$ cat src/rtl/cabac_byte_feeder.sv
// Byte supply stage for the CABAC arithmetic decoder.
// A small first-word-fall-through FIFO buffers slice-data bytes from the
// bitstream reader. On start the first two bytes are popped to seed m_value
// (init_value); after that one byte is delivered per renormalisation request.
// A request that finds the FIFO empty is remembered (pending) and the decoder
// is told to stall until a byte arrives.
module cabac_byte_feeder #(
  parameter int DEPTH = 4,   // FIFO depth in bytes, power of 2, >= 2
  parameter int CNT_W = 24   // width of the consumed-byte counter
) (
  input  logic             clk,
  input  logic             rst_n,
  input  logic             flush,
  input  logic             start,
  input  logic [7:0]       in_byte,
  input  logic             in_valid,
  output logic             in_ready,
  input  logic             request_byte,
  output logic [7:0]       byte_out,
  output logic             byte_strobe,
  output logic [15:0]      init_value,
  output logic             init_done,
  output logic             stall,
  output logic             req_err,
  output logic [CNT_W-1:0] bytes_consumed
);

  localparam int AW = $clog2(DEPTH);

  typedef enum logic [1:0] {
    S_IDLE  = 2'd0,
    S_INIT0 = 2'd1,
    S_INIT1 = 2'd2,
    S_RUN   = 2'd3
  } state_e;

  state_e state_q, state_d;

  // FIFO storage and bookkeeping
  logic [7:0]    mem [DEPTH];
  logic [AW-1:0] wr_ptr_q, wr_ptr_d;
  logic [AW-1:0] rd_ptr_q, rd_ptr_d;
  logic [AW:0]   count_q, count_d;

  // Delivery side state
  logic             pending_q, pending_d;
  logic [7:0]       byte_out_q, byte_out_d;
  logic             byte_strobe_q, byte_strobe_d;
  logic [15:0]      init_value_q, init_value_d;
  logic             init_done_q, init_done_d;
  logic             req_err_q, req_err_d;
  logic [CNT_W-1:0] consumed_q, consumed_d;

  // Derived control
  logic       empty, full, push, pop, consume, want;
  logic [7:0] head;

  assign empty = (count_q == '0);
  assign full  = (count_q == (AW+1)'(DEPTH));
  assign head  = mem[rd_ptr_q];
  assign want  = request_byte | pending_q;

  // A pop in the same cycle does not make room: in_ready looks only at the
  // registered count, so it never depends on request_byte.
  assign push  = in_valid & ~full & ~flush;

  // State register.
  // NOTE: sequential state is written with non-blocking (<=) assignments so
  // every flop samples the pre-edge values of all other flops.
  always_ff @(posedge clk or negedge rst_n) begin
    if (!rst_n) state_q <= S_IDLE;
    else        state_q <= state_d;
  end

  // Next-state logic: flush wins over everything; start is honoured only in
  // IDLE and RUN; the init states advance one step per available byte.
  always_comb begin
    // NOTE: every always_comb output gets a default first so no path leaves
    // it unassigned, which would otherwise infer a latch.
    state_d = state_q;
    if (flush) begin
      state_d = S_IDLE;
    end else begin
      unique case (state_q)
        S_IDLE:  if (start)  state_d = S_INIT0;
        S_INIT0: if (!empty) state_d = S_INIT1;
        S_INIT1: if (!empty) state_d = S_RUN;
        S_RUN:   if (start)  state_d = S_INIT0;
        default: state_d = S_IDLE;
      endcase
    end
  end

  // Output/control decode: which cycles pop the FIFO, and when to stall.
  always_comb begin
    pop     = 1'b0;
    consume = 1'b0;
    unique case (state_q)
      S_INIT0, S_INIT1: pop = ~empty;
      S_RUN: begin
        // A restart in RUN drops any same-cycle request.
        consume = want & ~empty & ~start;
        pop     = consume;
      end
      default: ;
    endcase
    if (flush) begin
      pop     = 1'b0;
      consume = 1'b0;
    end
  end

  assign stall = (state_q == S_RUN) & want & empty;

  // FIFO storage write port.
  // NOTE: the byte array carries no reset; count and pointers define which
  // entries are meaningful, so resetting the storage would be wasted logic.
  always_ff @(posedge clk) begin
    if (push) mem[wr_ptr_q] <= in_byte;
  end

  // Next values for FIFO pointers and the delivery registers.
  always_comb begin
    wr_ptr_d      = wr_ptr_q;
    rd_ptr_d      = rd_ptr_q;
    count_d       = count_q;
    pending_d     = pending_q;
    byte_out_d    = byte_out_q;
    byte_strobe_d = consume;
    init_value_d  = init_value_q;
    init_done_d   = pop & (state_q == S_INIT1);
    req_err_d     = req_err_q;
    consumed_d    = consumed_q;

    if (flush) begin
      // init_value, byte_out and the counter keep their last values.
      wr_ptr_d  = '0;
      rd_ptr_d  = '0;
      count_d   = '0;
      pending_d = 1'b0;
      req_err_d = 1'b0;
    end else begin
      if (push) wr_ptr_d = wr_ptr_q + AW'(1);
      if (pop)  rd_ptr_d = rd_ptr_q + AW'(1);
      if (push && !pop)      count_d = count_q + (AW+1)'(1);
      else if (pop && !push) count_d = count_q - (AW+1)'(1);

      if (request_byte && state_q != S_RUN) req_err_d = 1'b1;

      if (state_q == S_RUN) begin
        if (start || consume)          pending_d = 1'b0;
        else if (request_byte && empty) pending_d = 1'b1;
      end else begin
        pending_d = 1'b0;
      end

      if (consume) byte_out_d = head;
      if (pop && state_q == S_INIT0) init_value_d[15:8] = head;
      if (pop && state_q == S_INIT1) init_value_d[7:0]  = head;

      if (start && (state_q == S_IDLE || state_q == S_RUN))
        consumed_d = '0;
      else if (pop)
        consumed_d = consumed_q + CNT_W'(1);
    end
  end

  // Register bank for FIFO pointers and delivery outputs.
  always_ff @(posedge clk or negedge rst_n) begin
    if (!rst_n) begin
      wr_ptr_q      <= '0;
      rd_ptr_q      <= '0;
      count_q       <= '0;
      pending_q     <= 1'b0;
      byte_out_q    <= '0;
      byte_strobe_q <= 1'b0;
      init_value_q  <= '0;
      init_done_q   <= 1'b0;
      req_err_q     <= 1'b0;
      consumed_q    <= '0;
    end else begin
      wr_ptr_q      <= wr_ptr_d;
      rd_ptr_q      <= rd_ptr_d;
      count_q       <= count_d;
      pending_q     <= pending_d;
      byte_out_q    <= byte_out_d;
      byte_strobe_q <= byte_strobe_d;
      init_value_q  <= init_value_d;
      init_done_q   <= init_done_d;
      req_err_q     <= req_err_d;
      consumed_q    <= consumed_d;
    end
  end

  assign in_ready       = ~full;
  assign byte_out       = byte_out_q;
  assign byte_strobe    = byte_strobe_q;
  assign init_value     = init_value_q;
  assign init_done      = init_done_q;
  assign req_err        = req_err_q;
  assign bytes_consumed = consumed_q;

endmodule

$ cat config.mk
export PLATFORM = sky130hd
export DESIGN_NAME = cabac_byte_feeder
export DESIGN_NICKNAME = d
export VERILOG_FILES = /design/src/rtl/cabac_byte_feeder.sv
export SDC_FILE = /design/constraint.sdc
export NUM_CORES = 1
export LEC_CHECK = 0
export CAP_MARGIN = 40
export CORE_ASPECT_RATIO = 0.7
export CORE_MARGIN = 3
export CORE_UTILIZATION = 24
export CTS_BUF_LIST = sky130_fd_sc_hd__clkbuf_8
export CTS_CLUSTER_DIAMETER = 40
export DETAILED_ROUTE_END_ITERATION = 6
export MAX_ROUTING_LAYER = met4
export PLACE_DENSITY = 0.53
export SLEW_MARGIN = 10
export SYNTH_ARGS = -nofsm -noshare
export SYNTH_HDL_FRONTEND = slang
export SYNTH_SLANG_ARGS = --single-unit
$ cat constraint.sdc
create_clock -name clk -period 4.9 [get_ports clk]
set_clock_uncertainty 0.2 [all_clocks]
set_input_delay 0.735 -clock clk [delete_from_list [all_inputs] [get_ports clk]]
set_output_delay 0.735 -clock clk [all_outputs]
set_load 0.05 [all_outputs]
== Word-level counts from Yosys, hierarchy flattened ==
Memory sizes are Yosys's and may differ from the RTL's.
Cells that the tools add are included.

* Bits in registers: 61
* Memory bits (writable): 32
* Input port bits: 14
* Output and inout port bits: 53
* Logic and storage cells: 90
* Memories kept: 1

{| class="wikitable"
|+ Memories
! name !! words !! width !! read ports !! clocked after memory_dff !! wr ports !! line !! source
|-
| mem || 4 || 8 || 1 || 0 || 1 || 40 || <nowiki>logic [7:0] mem [DEPTH];</nowiki>
|}

* Add/sub/neg operators: 5
* Eq/ne operators: 9
* Muxes and demuxes: 26
* Bitwise logic cells: 12
* Reduce and logical (&&, ||, !) cells: 25

{| class="wikitable"
|+ Operators by type and width
! kind !! number
|-
| 24-bit two-way mux || 2
|-
| 24-bit by 1-bit adder with 24-bit output (second input constant) || 1
|-
| 2-bit two-way mux || 8
|-
| 1-bit two-way mux || 11
|-
| 3-bit two-way mux || 3
|-
| 2-bit AND reduction || 4
|-
| 2-bit nonzero test || 4
|-
| 1-bit bitwise AND || 7
|-
| 1-bit logical AND || 7
|-
| 3-bit != test (second input constant) || 2
|-
| 2-bit case mux with 3 select lines || 1
|-
| 2-bit by 1-bit adder with 2-bit output (second input constant) || 2
|-
| 2-bit equality test (second input constant) || 2
|-
| 4-bit by 2-bit != test with 1-bit output (second input constant) || 1
|-
| 1-bit inverter || 4
|-
| 2-bit OR reduction || 2
|-
| 3-bit by 1-bit adder with 3-bit output (second input constant) || 1
|-
| 3-bit equality test (second input constant) || 1
|-
| 3-bit zero test || 1
|-
| 3-bit by 1-bit != test with 1-bit output (second input constant) || 1
|-
| 3-bit AND reduction || 1
|-
| 3-bit nonzero test || 1
|-
| 3-bit by 1-bit subtractor with 3-bit output (second input constant) || 1
|-
| 2-bit by 1-bit equality test with 1-bit output (second input constant) || 1
|-
| 6 further kinds || 8
|}

== Depth between registers and ports, before layout ==
Gate-level depths: netlist of run 1.

* Depth after elaboration: 10
* Mapped depth: 9
* Gate-level depth less buffers: 9

== Worst setup path after synthesis of run 1 ==
Ideal clock, no wire load.

* Path type: register to register
* Start point: reg count_q[1]
* End point: reg count_q[2]
* Library setup time: 0.128 ns
* Arrival time: 2.396 ns
* Data required time: 4.572 ns
* Setup slack: 2.176 ns
* Stages on the path, launching flop included: 9
* Buffers on the path: 0
* Clock period less this slack: 2.724 ns
* Path through: dfrtp_1 -> or3b_1 -> nand2_2 -> nor2_1 -> and2_1 -> fa_1 -> and4_1 -> a21oi_1 -> mux2_1

* Elaborated cells on any way between the ends: 20
* Those cells by class: add/sub: 2; eq/ne: 1; mux: 5; bitwise: 6; reduce/logical: 6

{| class="wikitable"
|+ RTL lines
! element !! line !! source
|-
| start: declaration || 43 || <nowiki>logic [AW:0] count_q, count_d;</nowiki>
|-
| start signal: assignment || 184 || <nowiki>count_q <= count_d;</nowiki>
|-
| 3-bit equality test (*) || 59 || <nowiki>assign full = (count_q == (AW+1)'(DEPTH));</nowiki>
|-
| 1-bit inverter (*) || - ||
|-
| named net in_ready || 17 || <nowiki>output logic in_ready,</nowiki>
|-
| 1-bit bitwise AND (*) (2 in series) || 65 || <nowiki>assign push = in_valid & ~full & ~flush;</nowiki>
|-
| 1-bit logical AND or 1-bit zero test (tied branches) || 145, 146 ||
|-
| 3-bit two-way mux or 1-bit logical AND (tied branches) || 145, 146 ||
|-
| 3-bit two-way mux or 3-bit nonzero test (tied branches) || - ||
|}

The timed path passes the listed nets; every way through them passes the cells marked *. The select of a mux whose other input is x is not followed.
A chain may end at the register's enable or synchronous reset.

== Final worst setup path of run 1 ==
* Start point: in request_byte
* End point: out stall

* Cells in the longest elaborated chain, start to end: 3

{| class="wikitable"
|+ RTL lines
! element !! line !! source
|-
| start: declaration || 18 || <nowiki>input logic request_byte,</nowiki>
|-
| 1-bit bitwise OR || 61 || <nowiki>assign want = request_byte | pending_q;</nowiki>
|-
| 1-bit bitwise AND (2 in series) || 113 || <nowiki>assign stall = (state_q == S_RUN) & want & empty;</nowiki>
|-
| end: declaration || 23 || <nowiki>output logic stall,</nowiki>
|}

Every way passes these cells.

==> results of run 1 <==
==> sequential cells by signal, indices dropped and copies added (netlist names) <==
name	cells
byte_out	8
byte_strobe	1
bytes_consumed	24
count_q	3
init_done	1
init_value	16
mem	32
pending_q	1
rd_ptr_q	2
req_err	1
state_q	2
wr_ptr_q	2
==> layout by cell type, fill, tap and decap left out, types with 2 or more instances in the layout <==
cell / count
o21ai_1: 5
mux2_1: 27
xnor2_1: 4
nor3_2: 4
xor2_1: 3
or4_1: 5
and2_1: 7
a21oi_1: 25
ha_1: 10
mux4_2: 8
inv_1: 13
inv_6: 2
bufinv_16: 3
o31ai_1: 2
or3_1: 16
o21ai_0: 16
buf_4: 3
clkbuf_8: 9
nor2_1: 19
dfrtp_1: 61
nand2_2: 3
and3_1: 3
clkdlybuf4s50_1: 65
nand3_1: 9
nand4_1: 5
nand2_1: 16
edfxtp_1: 32
==> per-layer routing <==
layer	vias up	part of all wire
li1	1325	-
met1	1355	0.50
met2	43	0.45
met3	4	0.043
met4	0	0.0088
met5	-	0
==> cell type report <==
| class | count | area, sq um |
|---|---|---|
| Clock buffer | 9 | 124 |
| Clock inverter | 7 | 120 |
| Fill cell | 1650 | 11400 |
| Inverter | 13 | 48.8 |
| Multi-Input combinational cell | 209 | 1620 |
| Sequential cell | 93 | 2490 |
| Tap cell | 225 | 282 |
| Timing Repair Buffer | 69 | 678 |
==> how the worst max path moves through the flow <==
stage | slack [ps] | end
6_report | 1610 | stall
2_1_floorplan | 2180 | count_q[2]
3_5_place_dp | 1490 | count_q[2]
4_1_cts | 1610 | stall
3_3_place_gp | 1530 | count_q[2]
5_1_grt | 1530 | stall
==> where the power goes <==
part	total [mW]	internal, mW	switching, mW
logic	0.984	0.349	0.635
clock network	0.621	0.342	0.280
registers	1.04	0.939	0.0974
total	2.64	1.63	1.01
==> per-stage QoR <==
stage | power (mW) | hold slack (ps) | instances | setup WS (ps) | util
after floorplan | 1.71 | 239 | 326 | 2180 | -
after global placement | 2.03 | 274 | 609 | 1530 | 0.305
after detailed placement | 2.05 | 281 | 609 | 1490 | 0.305
after CTS | 2.68 | 301 | 625 | 1610 | 0.320
after global routing | 2.80 | 318 | 625 | 1530 | 0.320
final | 2.64 | 296 | 625 | 1610 | 0.320
==> kinds of logic (layout without fill, tap and decap cells) <==
logic type | Yosys count | in the layout | synth area share
simple gates | 104 | 104 | 0.154
flops | 93 | 93 | 0.592
compound gates | 51 | 51 | 0.0641
mux | 36 | 36 | 0.118
buf+inv | 24 | 98 | 0.0226
fa+ha+maj | 11 | 11 | 0.0346
xor+xnor | 7 | 7 | 0.0146
==> critical path: cells and delay by family <==
family	cells	cell delay [ps]
buffers and inverters	2	1290
AOI/OAI and AO/OA	1	180
and+or+nand+nor	1	150
==> summary.md, run 1 <==
| Metric | Value |
|---|---|
| Hold path start | byte_out[5] |
| Critical Path Source | request_byte |
| VDD IR max | 0.000234 V |
| Max-slew violations | 0 |
| Pin count of the biggest net entering global routing | 62 |
| Min-delay worst type | reg -> reg |
| Yosys warning total | 0 |
| Die Height | 117 um |
| IO buf count | 66 |
| Initial Utilization | 0.251 |
| H-Tree Depth | 3 |
| Syn Inst Count | 326 |
| Fin crit period | 3290 ps |
| Max Cap Viol | 0 |
| EDFF count, synth | 32 |
| Met1 Use GR | 0.145 |
| Setup crit end kind | output pin |
| HPWL Detailed | about 6900 um |
| Top Ports | 67 |
| Vias per cell | 4.36 |
| DRT Pass-1 Iters | 4 |
| Worst path max stage delay | 800 ps |
| Via count | 2727 |
| GRT Total Usage | 0.109 |
| Num CTS Buffers | 9 |
| Avg WL per Cell | 15.3 um |
| Power per Cell Area | 493 nW/um^2 |
| FF+latch count, synth | 93 |
| Dominant cell by count in the synthesized netlist | dfrtp_1 |
| DR DRC count | 0 |
| Reg2Reg Capture Point | count_q[2] |
| Most used routing layer | met2 |
| Top-area cell type share of the netlist area | 0.364 |
| Worst path required time | 3960 ps |
| Critical path data arrival time | 2350 ps |
| Most frequent CP cell | clkdlybuf4s50_1 |
| Die outline area | 19100 sq um |
| Grt total ovfl | 0 |
| Flop2flop setup slack | approximately 2200 ps |
| Clk sinks | 93 |
| RSZ-0062 raised after global routing | no |
| Netlist Area Pre-Place | 4200 sq um |
| Fin Setup TNS | 0 ps |
| Fin nets | 420 |
| Syn_nets | 351 |
| Clock Path Buffers | 2 |
| Async SR Flop Fraction | 0.656 |
| GR Layer Usage met3 | 0.0351 |
| Syn-to-layout area delta | 27.6% |
| Post-synth cell types | 48 |
| Leakage | around 2.1 nW |
| Final Hold Fails | 0 |
| Hold buffers post-CTS | 0 |
| Remaining antenna violation count | 0 |
| Final Cell Area | 5360 sq um |
| Dominant cell type by area after synthesis | dfrtp_1 |
| Worst R2R Start | state_q[1] |
| Top cells by area, synth | dfrtp_1 36%, edfxtp_1 23%, mux2_1 7.2% |
| First-pass GRT wire length | 15500 um |
| Std-Cell Rows | 39 |
| Post-CTS Setup Inserts | 0 |
| CTS tree | built |
| WL final | 9570 um |
| WS Path Type | in -> out |
| Final setup violation count | 0 |
| Slew HR | 0.461 |
| Placed cell area | ~5000 sq um |
| Resize count post-CTS | 0 |
| Crit-path slowest cell | clkdlybuf4s50_1 |
| Total core area | around 17000 sq um |
| Least-Margin Pin Slew | 808 ps |
| Die width | 164 um |
| Avg Cell Area, Syn | between 10 and 15 sq um |
| Synth cell count leaders | 61 x dfrtp_1, 32 x edfxtp_1, 27 x mux2_1 |
| Worst-skew pair later-pin latency | 380 ps |
| Gpl congestion | approximately 0.77 |
| Status | completed |
| Fraction of the yosys area taken by sequential cells | 0.592 |
| Vias in the first global route | 2828 |
| Period utilisation layout | 0.671 |
| Hold depth | 1 |
| GR Layer Usage met2 | 0.161 |
| Endpoint, Worst Hold | byte_out[5] |
| Antenna cells | 0 |
| DR iter-0 viols | 168 |
| Max Clk Rate | 304 MHz |
| Crit-path max FO | 3 |
| Clk slew on worst S/H paths | approximately 80 ps |
| Main flop type after synthesis | dfrtp_1 |
| Layout cell share with drive strength beyond 1 | 0.115 |
| Initial antenna violation count | 0 |
| R2r worst-path depth | 9 |
| Clock Tree Root | clkbuf_8 |
| Crit path launch type | input port |
| Worst path cell trace | clkdlybuf4s50_1 > o21a_1 > and2_1 > clkdlybuf4s50_1 |
Note: power is estimated with default switching activity, not from simulation.
==> inputs of run 2 (changes only) <==
clock period = 3.25 ns   (was 4.9 ns; I/O delays follow)
==> run 2 against run 1 <==
Compared with the run above:
- sequential power is 51% higher
- largest cell class unchanged
- non-clock buffer count is 4 higher
- critical path depth is 1 lower
- wire length is 0.61% lower
- register-to-register slack worse by 1600 ps
- count of clock-buffer cells in the layout stayed put
- combinational power is 52% higher
==> summary.md, run 2 (same netlist as run 1, synthesis figures left out) <==
| Metric | Value |
|---|---|
| Status | completed |
| Post-CTS Setup Inserts | 0 (unchanged) |
| Commonest non-fill, non-tap cell in the layout | clkdlybuf4s50_1 |
| Grt total ovfl | 0 (unchanged) |
| Max-slew violations | 0 (unchanged) |
| Clk slew on worst S/H paths | 90 ps (about the same) |
| GRT Total Usage | 0.111 (+0.00144) |
| Num CTS Buffers | 9 (unchanged) |
| Layout cell share with drive strength beyond 1 | 0.124 (+0.00876) |
| Crit-path max FO | 7 (+4) |
| Clock Path Buffers | 2 (unchanged) |
| Clk sinks | 93 (unchanged) |
| Worst path required time | 2560 ps (-1400 ps) |
| Gpl congestion | 0.789 (+1.8%) |
| First-pass GRT wire length | 15600 um (+0.85%) |
| Power per Cell Area | 730 nW/um^2 (+48%) |
| Std-Cell Rows | 39 (unchanged) |
| Worst path cell trace | nor3_2 > and2_1 > clkdlybuf4s50_1 |
| Least-Margin Pin Slew | 738 ps (-70.7 ps) |
| RSZ-0062 raised after global routing | no |
| HPWL Detailed | 7010 um (+1.5%) |
| Fin Setup TNS | 0 ps (unchanged) |
| Crit path max-delay family | buffers and inverters |
| Worst path max stage delay | 810 ps (about the same) |
| Pin count of the biggest net entering global routing | 36 (-42%) |
| Avg WL per Cell | 15.1 um (-1.4%) |
| VDD IR max | 0.000375 V (+60%) |
| Initial Utilization | 0.251 (unchanged) |
| DR iter-0 viols | 158 (-6.0%) |
| Die width | 164 um (unchanged) |
| Leakage | 2.10 nW (+0.36%) |
| Placed Instances | 612 (+0.49%) |
| Clock Tree Root | clkbuf_8 |
| Remaining antenna violation count | 0 (unchanged) |
| DR DRC count | 0 (unchanged) |
| Fin nets | 424 (+0.95%) |
| Largest reg by FF count | mem |
| Most frequent cells in the layout | 65 x clkdlybuf4s50_1, 61 x dfrtp_1, 32 x edfxtp_1, 27 x mux2_1, 25 x a21oi_1 |
| Flop2flop setup slack | 570 ps (-1590 ps) |
| Vias in the first global route | 2822 (-0.21%) |
| Critical path data arrival time | 2280 ps (-70 ps) |
| Final setup violation count | 0 (unchanged) |
| Crit-path slowest cell | clkdlybuf4s50_1 |
| R2r worst-path depth | 9 (unchanged) |
| Vias per cell | 4.37 (+0.12%) |
| DRT Pass-1 Iters | 4 (unchanged) |
| Final Hold Fails | 0 (unchanged) |
| Stages on worst setup path | 3 (-1) |
| Worst path buffer plus inverter count | 1 (-1) |
| Slew HR | 0.508 (+0.0471) |
| WL final | 9510 um (-0.61%) |
| Hold depth | 1 (unchanged) |
| Syn-to-layout area delta | 28.2% |
| Total core area | 16700 sq um (unchanged) |
| Setup crit end kind | output pin |
| Post-route insts no fill | 630 (+0.80%) |
| Die Height | 117 um (unchanged) |
| CTS tree | built |
| H-Tree Depth | 3 (unchanged) |
| Max Clk Rate | ~340 MHz |
| Crit path launch type | flop |
| Max Cap Viol | 0 (unchanged) |
| Fin crit period | 2970 ps |
| IO buf count | 66 (unchanged) |
| Die outline area | 19100 sq um (unchanged) |
| Via count | 2752 (+0.92%) |
| Top Ports | 67 (unchanged) |
| Initial antenna violation count | 1 (+1) |
| WS Path Type | reg -> out |
| Min-delay worst type | reg -> reg |
| Worst-skew pair later-pin latency | 370 ps (about the same) |
| Max reg flops | 32 (unchanged) |
| Period utilisation layout | 0.914 |
## run 2: cell types whose count changed in the layout (fill, tap and decap cells not counted), sizes merged
cell,change
diode,+1
inv,-2
bufinv,-1
dlygate4sd3,+1
clkinvlp,+1
clkinv,+2
buf,+3
## run 2: stage by stage
stage	setup slack [ps]	utilization	total power, mW	hold slack (ps)	cell area (sq um)
2_1_floorplan	526	-	2.58	-8.09	4200
6_report	280	0.322	3.93	295	5380
5_1_grt	124	0.322	4.17	317	5380
3_3_place_gp	324	0.308	3.09	275	5150
3_5_place_dp	296	0.308	3.12	281	5150
4_1_cts	262	0.321	4.00	303	5380
## run 2: layout make-up
type | count | area [sq um]
clock buffers | 9 | 124
clock inverters | 7 | 98.8
inverters | 13 | 48.8
multi-input cells | 209 | 1620
diodes | 1 | 2.50
flip-flops and latches | 93 | 2490
fillers | 1652 | 11400
repair buffers | 73 | 723
well taps | 225 | 282
## run 2: worst paths after layout
kind / from / end
max: count_q[1] / stall
min: init_value[8] / init_value[8]
min in group asynchronous: rst_n / bytes_consumed[14]
max in group asynchronous: rst_n / wr_ptr_q[1]
min reg2reg: init_value[8] / init_value[8]
max reg2reg: state_q[0] / count_q[2]
## run 2: repair_timing
item | CTS | global route
hold buffers | 1 | 0
resized for setup | 0 | 0
hold endpoints to repair | 31 | 0
## run 2: routing by layer
layer,share of wire,GRT usage,wire (um),vias up
met5,0,-,0,-
met3,0.053,0.0369,505,8
met2,0.44,0.155,4190,52
met4,0.013,0.0315,126,0
li1,-,-,-,1341
met1,0.49,0.152,4690,1351
## run 2: where the power goes
part	switching (mW)	total, mW	internal, mW
Sequential	0.151	1.57	1.42
Combinational	0.964	1.50	0.541
Clock	0.419	0.856	0.437
Total	1.53	3.93	2.39
